File: src/rtl/dac_serializer_pkg.sv
// Shared types and default geometry for the serial DAC transmitter.
package dac_serializer_pkg;

  typedef enum logic {
    IDLE  = 1'b0,
    SHIFT = 1'b1
  } state_t;

  localparam int DATA_W_DEF  = 16;
  localparam int CLK_DIV_DEF = 4;

endpackage

File: src/rtl/dac_serializer_16b_sclk_divider.sv
// Bit-clock generator: sclk toggles every CLK_DIV clk cycles while enabled.
module sclk_divider #(
  parameter int CLK_DIV = 4
) (
  input  logic clk,
  input  logic rst,
  input  logic en,
  input  logic clear,
  output logic tick,
  output logic sclk
);

  localparam int DW = $clog2(CLK_DIV);
  localparam logic [DW-1:0] DIV_LAST = DW'(CLK_DIV - 1);

  logic [DW-1:0] div_cnt_q, div_cnt_d;
  logic          sclk_q, sclk_d;

  // tick ignores clear so the parent can use it to decide whether to clear
  assign tick = en && (div_cnt_q == DIV_LAST);
  assign sclk = sclk_q;

  always_comb begin
    div_cnt_d = div_cnt_q;
    sclk_d    = sclk_q;
    if (clear) begin
      div_cnt_d = '0;
      sclk_d    = 1'b0;
    end else if (tick) begin
      div_cnt_d = '0;
      sclk_d    = ~sclk_q;
    end else if (en) begin
      div_cnt_d = div_cnt_q + 1'b1;
    end
  end

  always_ff @(posedge clk or negedge rst) begin
    if (!rst) begin
      div_cnt_q <= '0;
      sclk_q    <= 1'b0;
    end else begin
      div_cnt_q <= div_cnt_d;
      sclk_q    <= sclk_d;
    end
  end

endmodule

File: src/rtl/dac_serializer_16b.sv
// Parallel-to-serial PCM transmitter: MSB-first on sclk, ws alternates per word.
module dac_serializer_16b
  import dac_serializer_pkg::*;
#(
  parameter int DATA_W  = DATA_W_DEF,
  parameter int CLK_DIV = CLK_DIV_DEF
) (
  input  logic              clk,
  input  logic              rst,
  input  logic              in_val,
  output logic              in_rdy,
  input  logic [DATA_W-1:0] in_data,
  output logic              sclk,
  output logic              ws,
  output logic              sdata,
  output logic              busy
);

  localparam int BW = $clog2(DATA_W);

  state_t            state_q, state_d;
  logic [DATA_W-1:0] shreg_q, shreg_d;
  logic [BW-1:0]     bit_cnt_q, bit_cnt_d;
  logic              ws_q, ws_d;
  logic              sdata_q, sdata_d;

  logic tick;
  logic word_end;
  logic accept;
  logic div_en;
  logic div_clear;

  // Last half-period of the last bit is the only ready window inside a word
  assign word_end  = (state_q == SHIFT) && (bit_cnt_q == '0) && sclk && tick;
  assign in_rdy    = (state_q == IDLE) || word_end;
  assign accept    = in_val && in_rdy;
  assign div_en    = (state_q == SHIFT);
  assign div_clear = (state_q == IDLE) || word_end;

  sclk_divider #(
    .CLK_DIV (CLK_DIV)
  ) u_div (
    .clk   (clk),
    .rst   (rst),
    .en    (div_en),
    .clear (div_clear),
    .tick  (tick),
    .sclk  (sclk)
  );

  always_comb begin
    state_d   = state_q;
    shreg_d   = shreg_q;
    bit_cnt_d = bit_cnt_q;
    ws_d      = ws_q;
    sdata_d   = sdata_q;
    if (accept) begin
      state_d   = SHIFT;
      shreg_d   = in_data;
      bit_cnt_d = BW'(DATA_W - 1);
      ws_d      = ~ws_q;
      sdata_d   = in_data[DATA_W-1];
    end else if (word_end) begin
      state_d = IDLE;
      sdata_d = 1'b0;
    end else if ((state_q == SHIFT) && tick && sclk && (bit_cnt_q != '0)) begin
      // falling sclk edge: present the next bit half a period before the DAC samples
      shreg_d   = shreg_q << 1;
      sdata_d   = shreg_q[DATA_W-2];
      bit_cnt_d = bit_cnt_q - 1'b1;
    end
  end

  always_ff @(posedge clk or negedge rst) begin
    if (!rst) begin
      state_q   <= IDLE;
      shreg_q   <= '0;
      bit_cnt_q <= '0;
      ws_q      <= 1'b0;
      sdata_q   <= 1'b0;
    end else begin
      state_q   <= state_d;
      shreg_q   <= shreg_d;
      bit_cnt_q <= bit_cnt_d;
      ws_q      <= ws_d;
      sdata_q   <= sdata_d;
    end
  end

  assign ws    = ws_q;
  assign sdata = sdata_q;
  assign busy  = (state_q == SHIFT);

endmodule

File: config.mk
export PLATFORM = sky130hd
export DESIGN_NAME = dac_serializer_16b
export DESIGN_NICKNAME = d
export VERILOG_FILES = /design/src/rtl/dac_serializer_pkg.sv /design/src/rtl/dac_serializer_16b_sclk_divider.sv /design/src/rtl/dac_serializer_16b.sv
export SDC_FILE = /design/constraint.sdc
export NUM_CORES = 1
export LEC_CHECK = 0
export CAP_MARGIN = 5
export CORE_MARGIN = 1
export CORE_UTILIZATION = 50
export CTS_CLUSTER_DIAMETER = 100
export DETAILED_ROUTE_END_ITERATION = 10
export GPL_TIMING_DRIVEN = 0
export PLACE_DENSITY = 0.79
export SYNTH_ARGS = -nofsm -noshare
export SYNTH_HDL_FRONTEND = slang
export SYNTH_HIERARCHICAL = 1
export SYNTH_SLANG_ARGS = --single-unit
export TNS_END_PERCENT = 1
File: constraint.sdc
create_clock -name clk -period 2.5 [get_ports clk]
set_clock_uncertainty 0.2 [all_clocks]
set_input_delay 0.5 -clock clk [delete_from_list [all_inputs] [get_ports clk]]
set_output_delay 0.5 -clock clk [all_outputs]
set_load 0.03 [all_outputs]
# Yosys cells after proc, flatten, opt, wreduce, memory -nomap -nowiden
# Cells that the tools add are included.
[op_classes]
n_addsub = 2
n_eq_ne = 2
n_mux = 16
bitwise_logic = 3
n_reduce_logical = 17
[op_table]
columns = ["cell", "count"]
rows = [
  ["$mux W15", 3],
  ["$mux W4", 3],
  ["$logic_and A1 B1 Y1", 8],
  ["$mux W1", 7],
  ["$mux W2", 3],
  ["$reduce_bool A2 Y1", 3],
  ["$reduce_bool A3 Y1", 2],
  ["$logic_not A4 Y1", 1],
  ["$reduce_bool A4 Y1", 1],
  ["$sub A4 B1 Y4 const B", 1],
  ["$not A1 Y1", 3],
  ["$add A2 B1 Y2 const B", 1],
  ["$eq A2 B2 Y1 const B", 1],
  ["$ne A2 B1 Y1 const B", 1],
  ["$reduce_and A2 Y1", 1],
  ["$logic_or A1 B1 Y1", 1],
]
[word_totals]
ff_bits = 25
inputBits = 19
output_inout_bits = 5
wordCells = 47

# Longest topological paths before layout
# Gate-level depths: netlist of run 1.
[depth]
depth_word = 8
ltp_mapped = 7
depth_no_buf = 6

# By module
# Netlist of run 1, hierarchy kept.
[modules_own_cells]
columns = ["mod", "instances", "cells_per_inst", "area_per_inst_um2", "seq_area_each_um2"]
rows = [
  ["dac_serializer_16b", 1, 125, 1316.3, 550.5],
  ["sclk_divider", 1, 14, 156.4, 75.1],
]

# Worst setup path after synthesis of run 1
# No wires, ideal clock.
[synth_path]
kind = "reg2reg"
startpoint = "register bit_cnt_q[0]"
endpoint = "register u_div.sclk_q (netlist: u_div/sclk)"
setup_ns = 0.125
t_arrival_ns = 2.456
path_slack_ns = -0.281
path_stages_with_launch = 7
path_buffers = 0
path_cell_list = "dfrtp_1 inv_1 ha_1 or3b_4 o21ai_0 nor2_1 mux2_2"
[synth_between]
elab_chain_len = 6
elab_cells_between_ends = 7
classes_between = "mux (1); reduce/logical (6)"
[synth_rtl]
columns = ["item", "line_no", "text"]
rows = [
  ["start, declared", "dac_serializer_16b.sv:23", "logic [BW-1:0] bit_cnt_q, bit_cnt_d;"],
  ["start signal, assigned", "dac_serializer_16b.sv:84", "bit_cnt_q <= bit_cnt_d;"],
  ["$logic_not A4 Y1 *", "dac_serializer_16b.sv:34", "assign word_end = (state_q == SHIFT) && (bit_cnt_q == '0) && sclk && tick;"],
  ["$logic_and A1 B1 Y1 * (3 in series)", "dac_serializer_16b.sv:34", ""],
  ["$logic_or A1 B1 Y1 *", "n/a", ""],
  ["via in_rdy", "dac_serializer_16b.sv:11", "output logic in_rdy,"],
  ["$mux W1 / $reduce_bool A2 Y1 (equally long branches)", "n/a", ""],
  ["end signal, assigned", "dac_serializer_16b_sclk_divider.sv:43", "sclk_q <= sclk_d;"],
  ["end, declared", "dac_serializer_16b_sclk_divider.sv:17", "logic sclk_q, sclk_d;"],
]
# Mark *: on every way through the listed nets, which the timed path passes. The rest lies on a longest branch.
# A chain may end at the register's enable or synchronous reset.

# Final worst setup path of run 1
[layout_path]
startpoint = "register bit_cnt_q[0]"
endpoint = "output port in_rdy"
[layout_between]
elab_chain_len = 5
[layout_rtl]
columns = ["item", "line_no", "text"]
rows = [
  ["$logic_not A4 Y1", "dac_serializer_16b.sv:34", ""],
  ["$logic_and A1 B1 Y1 (3 in series)", "dac_serializer_16b.sv:34", ""],
  ["$logic_or A1 B1 Y1", "dac_serializer_16b.sv:35", "assign in_rdy = (state_q == IDLE) || word_end;"],
  ["end, declared", "dac_serializer_16b.sv:11", ""],
]
# Every way passes these cells.

==> results.sh, run 1 <==
export IMPL_die_area_um2=3166
export IMPL_mostFrequentLayoutCells="25 x dfrtp_1, 22 x clkdlybuf4s50_1, 16 x inv_1, 14 x nor3_1, 10 x a221oi_2"
export IMPL_hold_viol_final=0
export IMPL_drtAntennaViolNets=0
export IMPL_slowest_stage="dfrtp_1"
export IMPL_grt_pass1_vias=1253
export IMPL_yosysWarnings=6
export IMPL_critPathArrivalTime_ns=1.74
export IMPL_cts_tree="done"
export IMPL_syn_nets=161
export IMPL_wl_per_cell_um=15.66
export IMPL_cp_slowest_stage_delay_ns=0.41
export IMPL_numPortBuffers=23
export IMPL_cts_root_buf="clkbuf_4"
export IMPL_max_vdd_ir_drop_uv=341.4
export IMPL_max_cap_viol_count=0
export IMPL_clock_sink_count=25
export IMPL_dpl_hpwl_um=2203
export IMPL_synthTopCellsByArea="dfrtp_1 42%, a221oi_2 10%, a21oi_2 5.4%, nor3_1 4.8%, inv_1 4.3%"
export IMPL_area_delta_synth_final_pct=23.11
export IMPL_p_leak_nw=0.7579
export IMPL_synth_top_cell_area_share=0.4248
export IMPL_post_route_min_period_ns=2.440
export IMPL_die_h_um=56.27
export IMPL_syn_area_um2=1473
export IMPL_grt_max_degree=26
export IMPL_htree_levels=1
export IMPL_antenna_found_initial=0
export IMPL_drtIter0Drc=21
export IMPL_first_pass_iters=4
export IMPL_worstPathMaxFanout=3
export IMPL_place_congestion=0.7556
export IMPL_cp_top_family="flip-flops"
export IMPL_core_area_um2=2781
export IMPL_clock_latency_ns=0.32
export IMPL_final_common_cell="dfrtp_1"
export IMPL_finalCritPeriodShare=0.9760
export IMPL_yosys_area_top_type="dfrtp_1"
export IMPL_antennaDiodeCount=0
export IMPL_rows=19
export IMPL_initial_utilization=0.5295
export IMPL_fin_setup_tns_ns=0
export IMPL_fmax_ghz=0.4098
export IMPL_hold_path_class="flip-flop to flip-flop"
export IMPL_finalSetupViolCount=0
export IMPL_drc_errors=0
export IMPL_yosysUniqueCellTypes=40
export IMPL_ys_ff_latch=25
export IMPL_chipWidth_um=56.27
export IMPL_critPathLaunchType="flip-flop"
export IMPL_path_buf_inv=2
export IMPL_ys_flop_type="dfrtp_1"
export IMPL_critical_path_required_ns=1.80
export IMPL_grt_ovfl_total=0
export IMPL_tightest_slew_ns=1.149
export IMPL_final_util=0.6518
export IMPL_wl_um=3148
export IMPL_num_nets_final=193
export IMPL_criticalPathCategory="flip-flop to output pin"
export IMPL_fin_ws_ns=0.05990
export IMPL_syn_inst=139
export IMPL_viasPerCell=6.060
export IMPL_grt_use_total=0.2135
export IMPL_ios=24
export IMPL_crit_path_cell_trace="inv_1 -> ha_2 -> or3b_4 -> o21ai_4 -> buf_6"
export IMPL_ys_seq_area_frac=0.4248
export IMPL_drive_above_1_share=0.2647
export IMPL_synth_area_per_cell_um2=10.59
export IMPL_cts_hold_buf=0
export IMPL_p_per_area_nw_per_um2=374.1
export IMPL_async_reset_ff_frac=1.000
export IMPL_relSlewSlack=0.2313
export IMPL_grt_first_pass_wirelength_um=5416
export IMPL_drv_slew=0
export IMPL_status="finished, final reports clean"
export IMPL_critPathCaptureType="output pin"
export IMPL_synth_edf_count=0
export IMPL_cts_buffer_depth=2
export IMPL_cts_buffers=3
export IMPL_num_vias=1218
export IMPL_fill_cells=232
export IMPL_clk_pin_slew_ns=0.14
export IMPL_place_ws_ns=-0.5594
## worst reg2reg max path, cell delays in order, from the launching register on
cell	delay [ns]
dfrtp_1	0.41
inv_1	0.09
ha_2	0.19
or3b_4	0.40
o21ai_4	0.16
buf_4	0.13
buf_4	0.14
nor2_1	0.05
mux2_2	0.25
## power by group
group | switching (W) | internal [W] | total, W
combinational | 0.0000321 | 0.0000412 | 0.0000733
clock | 0.000123 | 0.0000626 | 0.000186
sequential | 0.00000622 | 0.000413 | 0.000419
total | 0.000162 | 0.000516 | 0.000678
## repair_timing
item | 4_1_cts | 5_1_grt
endpoints found under the setup margin | 1 | 1
pin swaps | 1 | 1
resized for setup | 8 | 3
buffers inserted | 2 | 2
## path summary, 6_finish.rpt
check	from	endpoint	slack, ns	cells after the start
min in group asynchronous	rst	shreg_q[8]$_DFFE_PN0P_	0.57	1
max	bit_cnt_q[0]$_DFFE_PN0P_	in_rdy	0.06	5
min	ws$_DFFE_PN0P_	ws$_DFFE_PN0P_	0.30	1
max in group asynchronous	rst	shreg_q[1]$_DFFE_PN0P_	0.85	1
min reg2reg	ws$_DFFE_PN0P_	ws$_DFFE_PN0P_	0.30	1
max reg2reg	bit_cnt_q[0]$_DFFE_PN0P_	u_div/sclk$_DFFE_PN0P_	0.36	8
## metal layers
layer	GRT usage	share of wire	vias to the layer above
met5	0	0	-
met4	0.07666	0.017	0
met3	0.02074	0.036	7
met2	0.3673	0.48	27
met1	0.2805	0.46	615
li1	-	-	569
## cells in the mapped netlist, types with 2 or more instances
cell type,count
dfrtp_1,25
inv_1,17
nor3_1,14
a221oi_2,10
a21oi_2,9
a21oi_1,7
o21ai_0,5
a221oi_1,4
nor2_1,4
buf_6,3
ha_1,3
nand2b_1,3
nand3_1,3
buf_2,2
buf_4,2
nor2b_1,2
o211ai_1,2
or3_1,2
## through the flow
stage / instance area [um2] / hold WS, ns / std cells / total power, W
finish: 1813 / 0.3044 / 201 / 0.0006782
global route: 1813 / 0.3318 / 201 / 0.0007028
CTS: 1792 / 0.3071 / 199 / 0.0006809
detailed placement: 1742 / 0.2868 / 193 / 0.0005013
global placement: 1742 / 0.2626 / 193 / 0.0004989
floorplan: 1473 / 0.004409 / 139 / 0.0004553
## registers in the layout, indices dropped and copies added (netlist names)
signal           count
shreg_q             15
u_div/sclk           1
ws                   1
u_div/div_cnt_q      2
bit_cnt_q            4
busy                 1
sdata                1
## layout make-up
| cell class | count | area, um2 | area share |
|---|---|---|---|
| plain buffers | 10 | 86.33 | 0.04762 |
| clock buffers | 4 | 26.28 | 0.01449 |
| inverters | 17 | 63.81 | 0.03520 |
| flip-flops and latches | 25 | 625.6 | 0.3451 |
| multi-input cells | 87 | 710.7 | 0.3920 |
| repair buffers | 27 | 261.5 | 0.1442 |
| well taps | 31 | 38.79 | 0.02139 |
## cell families (layout without fill, tap and decap cells)
family / count (synthesis) / in the layout / synth area share
adders and majority gates: 3 / 3 / 0.02549
DFF: 25 / 25 / 0.4248
muxes: 1 / 1 / 0.007646
xor gates and xnor gates: 1 / 1 / 0.005948
AOI/OAI and AO/OA: 45 / 45 / 0.2855
and+or+nand+nor: 37 / 37 / 0.1487
buffers and inverters: 27 / 58 / 0.1019
No activity file was read; power rests on OpenSTA's default activity.
==> inputs of run 2 (changes only) <==
Settings changed: CORE_MARGIN 1 to unset.
Clock period 2.5 ns to 2.7 ns, I/O delays scaled along.
==> run 2 against run 1 <==
Die area unchanged. Combinational power decreased by 7.4%. Flip-flop and latch count unchanged. Critical path type unchanged. Largest cell class unchanged.
==> results.sh, run 2 (synthesis results as in run 1) <==
export IMPL_worstPathMaxFanout=6
export IMPL_status="finished, final reports clean"
export IMPL_criticalPathCategory="flip-flop to output pin"
export IMPL_area_delta_synth_final_pct=22.94
export IMPL_final_common_cell="dfrtp_1"
export IMPL_reg2regPathDepth=8
export IMPL_numPortBuffers=23
export IMPL_critical_path_required_ns=1.96
export IMPL_met2WireLength_um=1543
export IMPL_wl_um=3144
export IMPL_critPathCapture="in_rdy"
export IMPL_fmax_ghz=0.3832
export IMPL_ios=24
export IMPL_critPathCaptureType="output pin"
export IMPL_fill_cells=234
export IMPL_die_h_um=56.27
export IMPL_grt_first_pass_wirelength_um=5326
export IMPL_max_vdd_ir_drop_uv=318.5
export IMPL_multi_input_area_um2=708.2
export IMPL_chipWidth_um=56.27
export IMPL_drive_above_1_share=0.2529
export IMPL_cts_root_buf="clkbuf_4"
export IMPL_clock_latency_ns=0.32
export IMPL_initial_utilization=0.5295
export IMPL_reg_top3="shreg_q x15, bit_cnt_q x4, u_div/div_cnt_q x2"
export IMPL_num_nets_final=193
export IMPL_crit_path_cell_trace="inv_1 -> ha_1 -> or3b_4 -> o21ai_4 -> buf_6"
export IMPL_regMostFlops="shreg_q"
export IMPL_first_pass_iters=4
export IMPL_fin_setup_tns_ns=0
export IMPL_clk_pin_slew_ns=0.14
export IMPL_antenna_found_initial=0
export IMPL_grt_max_degree=26
export IMPL_grt_use_total=0.2091
export IMPL_core_area_um2=2781
export IMPL_drv_slew=0
export IMPL_wl_met1_um=1466
export IMPL_rows=19
export IMPL_hold_path_class="flip-flop to flip-flop"
export IMPL_hold_viol_final=0
export IMPL_r2r_slack_ns=0.48
export IMPL_max_cap_viol_count=0
export IMPL_finalCritPeriodShare=0.9666
export IMPL_htree_levels=1
export IMPL_largest_reg_flops=15
export IMPL_finalSetupViolCount=0
export IMPL_path_buf_inv=2
export IMPL_cts_hold_buf=0
export IMPL_cp_top_family="flip-flops"
export IMPL_die_area_um2=3166
export IMPL_tightest_slew_ns=1.139
export IMPL_cts_tree="done"
export IMPL_drtIter0Drc=21
export IMPL_topRoutingLayerUsed="met4"
export IMPL_cts_buffers=3
export IMPL_critPathArrivalTime_ns=1.87
export IMPL_cp_depth=5
export IMPL_register_area_um2=625.6
export IMPL_rr_endpoint="u_div/sclk$_DFFE_PN0P_"
export IMPL_grt_ovfl_total=0
export IMPL_relSlewSlack=0.2380
export IMPL_holdPathStages=1
export IMPL_rsz0062_at_grt="false"
export IMPL_antennaDiodeCount=0
export IMPL_grt_pass1_vias=1246
export IMPL_wl_per_cell_um=15.64
export IMPL_viasPerCell=6.030
export IMPL_slowest_stage="dfrtp_1"
export IMPL_place_congestion=0.7556
export IMPL_hold_ws_ns=0.3035
export IMPL_wl_met3_um=102
export IMPL_drc_errors=0
export IMPL_worstSetupStartpoint="bit_cnt_q[0]$_DFFE_PN0P_"
export IMPL_drtAntennaViolNets=0
export IMPL_cts_buffer_depth=2
export IMPL_critPathLaunchType="flip-flop"
export IMPL_p_per_area_nw_per_um2=346.0
export IMPL_mostFrequentLayoutCells="25 x dfrtp_1, 22 x clkdlybuf4s50_1, 17 x inv_1, 14 x nor3_1, 10 x a221oi_2"
export IMPL_num_vias=1212
export IMPL_clock_sink_count=25
export IMPL_dpl_hpwl_um=2203
export IMPL_reg2reg_from="bit_cnt_q[0]$_DFFE_PN0P_"
export IMPL_post_route_min_period_ns=2.610
export IMPL_cp_slowest_stage_delay_ns=0.43
export IMPL_p_leak_nw=0.7613
## run 2: cell counts in the layout (fill, tap and decap cells not counted)
Identical to the previous run, type by type.
## run 2: area by class of cell
| class | instances | area share |
|---|---|---|
| flip-flops and latches | 25 | 0.3455 |
| clock buffers | 4 | 0.01451 |
| multi-input cells | 87 | 0.3912 |
| inverters | 17 | 0.03525 |
| well taps | 31 | 0.02142 |
| plain buffers | 10 | 0.04768 |
| repair buffers | 27 | 0.1444 |
## run 2: per-stage QoR
stage | util | std cells | area, um2 | power (W) | setup slack (ns)
global placement | 0.6262 | 193 | 1742 | 0.0004619 | -0.3495
CTS | 0.6388 | 197 | 1777 | 0.0006305 | 0.03267
finish | 0.6509 | 201 | 1810 | 0.0006264 | 0.09017
detailed placement | 0.6262 | 193 | 1742 | 0.0004642 | -0.3994
global route | 0.6509 | 201 | 1810 | 0.0006506 | 0.009922
floorplan | - | 139 | 1473 | 0.0004216 | 0.2711
## run 2: where the power goes
| group | switching [W] | internal, W |
|---|---|---|
| logic | 0.0000297 | 0.0000382 |
| clock network | 0.000113 | 0.0000579 |
| registers | 0.00000582 | 0.000382 |
| total | 0.000148 | 0.000478 |
## run 2: worst reg2reg max path, cell delays in order (launching register included)
cell,delay (ns)
dfrtp_1,0.43
inv_1,0.09
ha_1,0.19
or3b_4,0.42
o21ai_4,0.24
buf_4,0.15
buf_4,0.09
nor2_1,0.03
mux2_2,0.25
## run 2: worst min path at each step
| stage | from | to |
|---|---|---|
| floorplan | rst | bit_cnt_q[0]$_DFFE_PN0P_ |
| global placement | ws$_DFFE_PN0P_ | ws$_DFFE_PN0P_ |
| detailed placement | ws$_DFFE_PN0P_ | ws$_DFFE_PN0P_ |
| CTS | ws$_DFFE_PN0P_ | ws$_DFFE_PN0P_ |
| global route | ws$_DFFE_PN0P_ | ws$_DFFE_PN0P_ |
| finish | ws$_DFFE_PN0P_ | ws$_DFFE_PN0P_ |
## run 2: repair_timing
item,4_1_cts,5_1_grt
endpoints found under the setup margin,1,1
hold endpoints to repair,0,0
gates cloned,0,0
gates resized for setup,8,1
setup buffers,0,4
pin swaps,0,1
## run 2: per-layer routing
layer	vias up	global-route usage
met5	-	0
met4	0	0.06620
met3	4	0.02074
met2	26	0.3656
met1	610	0.2730
li1	572	-
==> inputs of run 3 (changes only) <==
Settings changed: CTS_BUF_LIST set to sky130_fd_sc_hd__clkbuf_4 sky130_fd_sc_hd__clkbuf_8, TNS_END_PERCENT 1 to 10.
==> run 3 against run 2 <==
Global-route usage unchanged. Final cell count unchanged. Register-to-register slack better by 0.02 ns. Non-clock buffer count unchanged. Critical path depth unchanged. Sequential share of layout area down 0.071 points. Core utilization up 0.13 points. Wire length down 0.13%. First-iteration DRC count down 43%. Largest cell class unchanged. Critical path type unchanged. Combinational power about the same. Fmax up 0.33%. Power up 1.5%. Critical endpoint unchanged.
==> results.sh, run 3 (synthesis results as in run 1) <==
export IMPL_status="finished, final reports clean"
export IMPL_criticalPathCategory="flip-flop to output pin"
export IMPL_cp_slowest_stage_delay_ns=0.43
export IMPL_grt_ovfl_total=0
export IMPL_p_clk_frac=0.283
export IMPL_switching_share=0.2324
export IMPL_largest_reg_flops=15
export IMPL_die_h_um=56.27
export IMPL_viasPerCell=6.000
export IMPL_p_per_area_nw_per_um2=350.5
export IMPL_p_leak_nw=0.7647
export IMPL_hold_path_class="flip-flop to flip-flop"
export IMPL_hold_ws_ns=0.3025
export IMPL_cts_buffers=3
export IMPL_crit_path_cell_trace="inv_1 -> ha_1 -> or3b_4 -> o21ai_4 -> buf_6"
export IMPL_critPathLaunchType="flip-flop"
export IMPL_finalSetupViolCount=0
export IMPL_chipWidth_um=56.27
export IMPL_relSlewSlack=0.2342
export IMPL_drive_above_1_share=0.2588
export IMPL_pwr_share_seq=0.610
export IMPL_initial_utilization=0.5295
export IMPL_drtAntennaViolNets=0
export IMPL_place_congestion=0.7556
export IMPL_rows=19
export IMPL_power_switching_w=0.0001478
export IMPL_num_vias=1206
export IMPL_clock_sink_count=25
export IMPL_drv_slew=0
export IMPL_max_vdd_ir_drop_uv=315.0
export IMPL_max_cap_viol_count=0
export IMPL_path_buf_inv=2
export IMPL_hold_viol_final=0
export IMPL_cts_root_buf="clkbuf_4"
export IMPL_grt_first_pass_wirelength_um=5319
export IMPL_finalCritPeriodShare=0.9634
export IMPL_tightest_slew_ns=1.145
export IMPL_p_int_w=0.0004882
export IMPL_critPathArrivalTime_ns=1.86
export IMPL_cts_tree="done"
export IMPL_worstPathMaxFanout=6
export IMPL_mostFrequentLayoutCells="25 x dfrtp_1, 22 x clkdlybuf4s50_1, 17 x inv_1, 14 x nor3_1, 10 x a221oi_2"
export IMPL_cts_buffer_depth=2
export IMPL_antennaDiodeCount=0
export IMPL_numPortBuffers=23
export IMPL_cts_hold_buf=0
export IMPL_fin_ws_ns=0.09870
export IMPL_final_util=0.6523
export IMPL_antenna_found_initial=0
export IMPL_regMostFlops="shreg_q"
export IMPL_first_pass_iters=4
export IMPL_clock_latency_ns=0.32
export IMPL_wl_um=3140
export IMPL_drtIter0Drc=12
export IMPL_reg2regPathDepth=8
export IMPL_drc_errors=0
export IMPL_htree_levels=1
export IMPL_rsz0062_at_grt="false"
export IMPL_clk_pin_slew_ns=0.14
export IMPL_grt_pass1_vias=1249
export IMPL_grt_use_total=0.2091
export IMPL_cp_top_family="flip-flops"
export IMPL_wl_per_cell_um=15.62
export IMPL_cp_depth=5
export IMPL_final_common_cell="dfrtp_1"
export IMPL_grt_max_degree=26
export IMPL_ios=24
export IMPL_fill_cells=235
export IMPL_power_w=0.0006359
export IMPL_r2r_slack_ns=0.50
export IMPL_critPathCaptureType="output pin"
export IMPL_slowest_stage="dfrtp_1"
export IMPL_reg_top3="shreg_q x15, bit_cnt_q x4, u_div/div_cnt_q x2"
export IMPL_num_nets_final=193
export IMPL_critical_path_required_ns=1.96
export IMPL_dpl_hpwl_um=2203
export IMPL_post_route_min_period_ns=2.601
export IMPL_core_area_um2=2781
export IMPL_power_frac_comb=0.107
export IMPL_fmax_ghz=0.3844
export IMPL_holdPathStages=1
export IMPL_place_ws_ns=-0.3994
export IMPL_area_delta_synth_final_pct=23.19
export IMPL_die_area_um2=3166
run 3: cell counts in the layout (fill, tap and decap cells not counted):
No cell type changed its count.
run 3: final timing paths:
kind / startpoint / endpoint
worst max register to register: bit_cnt_q[0]$_DFFE_PN0P_ / u_div/sclk$_DFFE_PN0P_
worst min-delay path: ws$_DFFE_PN0P_ / ws$_DFFE_PN0P_
max in group asynchronous: rst / shreg_q[1]$_DFFE_PN0P_
worst max-delay path: bit_cnt_q[0]$_DFFE_PN0P_ / in_rdy
min in group asynchronous: rst / shreg_q[12]$_DFFE_PN0P_
worst min register to register: ws$_DFFE_PN0P_ / ws$_DFFE_PN0P_
run 3: power by group through the flow:
stage	registers (W)	clock network, W	logic (W)
final	0.000388	0.000180	0.0000680
after global routing	0.000389	0.000197	0.0000747
after CTS	0.000388	0.000184	0.0000694
after detailed placement	0.000395	0	0.0000691
after global placement	0.000395	0	0.0000673
after floorplan	0.000397	0	0.0000246
run 3: timing repair:
| item | in CTS | in global routing |
|---|---|---|
| pin swaps | 0 | 1 |
| setup buffers | 0 | 4 |
| gates resized for setup | 8 | 1 |
| setup endpoints to repair | 1 | 1 |
| endpoints found under the hold margin | 0 | 0 |
run 3: area by class of cell:
class,instances,area (um2),share of cell area
tap,31,38.79,0.02138
clock buffer,4,30.03,0.01655
buffer,10,86.33,0.04759
sequential,25,625.6,0.3448
multi-input combinational,87,708.2,0.3903
inverter,17,63.81,0.03517
timing repair buffer,27,261.5,0.1441
run 3: worst register-to-register path: stages, from the launching register on:
cell	delay, ns
dfrtp_1	0.43
inv_1	0.09
ha_1	0.19
or3b_4	0.42
o21ai_4	0.24
buf_4	0.15
buf_4	0.09
nor2_1	0.03
mux2_2	0.25
run 3: layer usage:
metal | vias up | part of all wire | GRT usage
met2 | 22 | 0.49 | 0.3673
met4 | 0 | 0.010 | 0.06620
li1 | 571 | - | -
met3 | 4 | 0.031 | 0.02074
met5 | - | 0 | 0
met1 | 609 | 0.47 | 0.2715
run 3: metrics by stage:
stage | area, um2 | TNS [ns] | instances
after global routing | 1814 | 0 | 201
after CTS | 1780 | 0 | 197
after floorplan | 1473 | 0 | 139
after global placement | 1742 | -0.3495 | 193
final | 1814 | 0 | 201
after detailed placement | 1742 | -0.3994 | 193
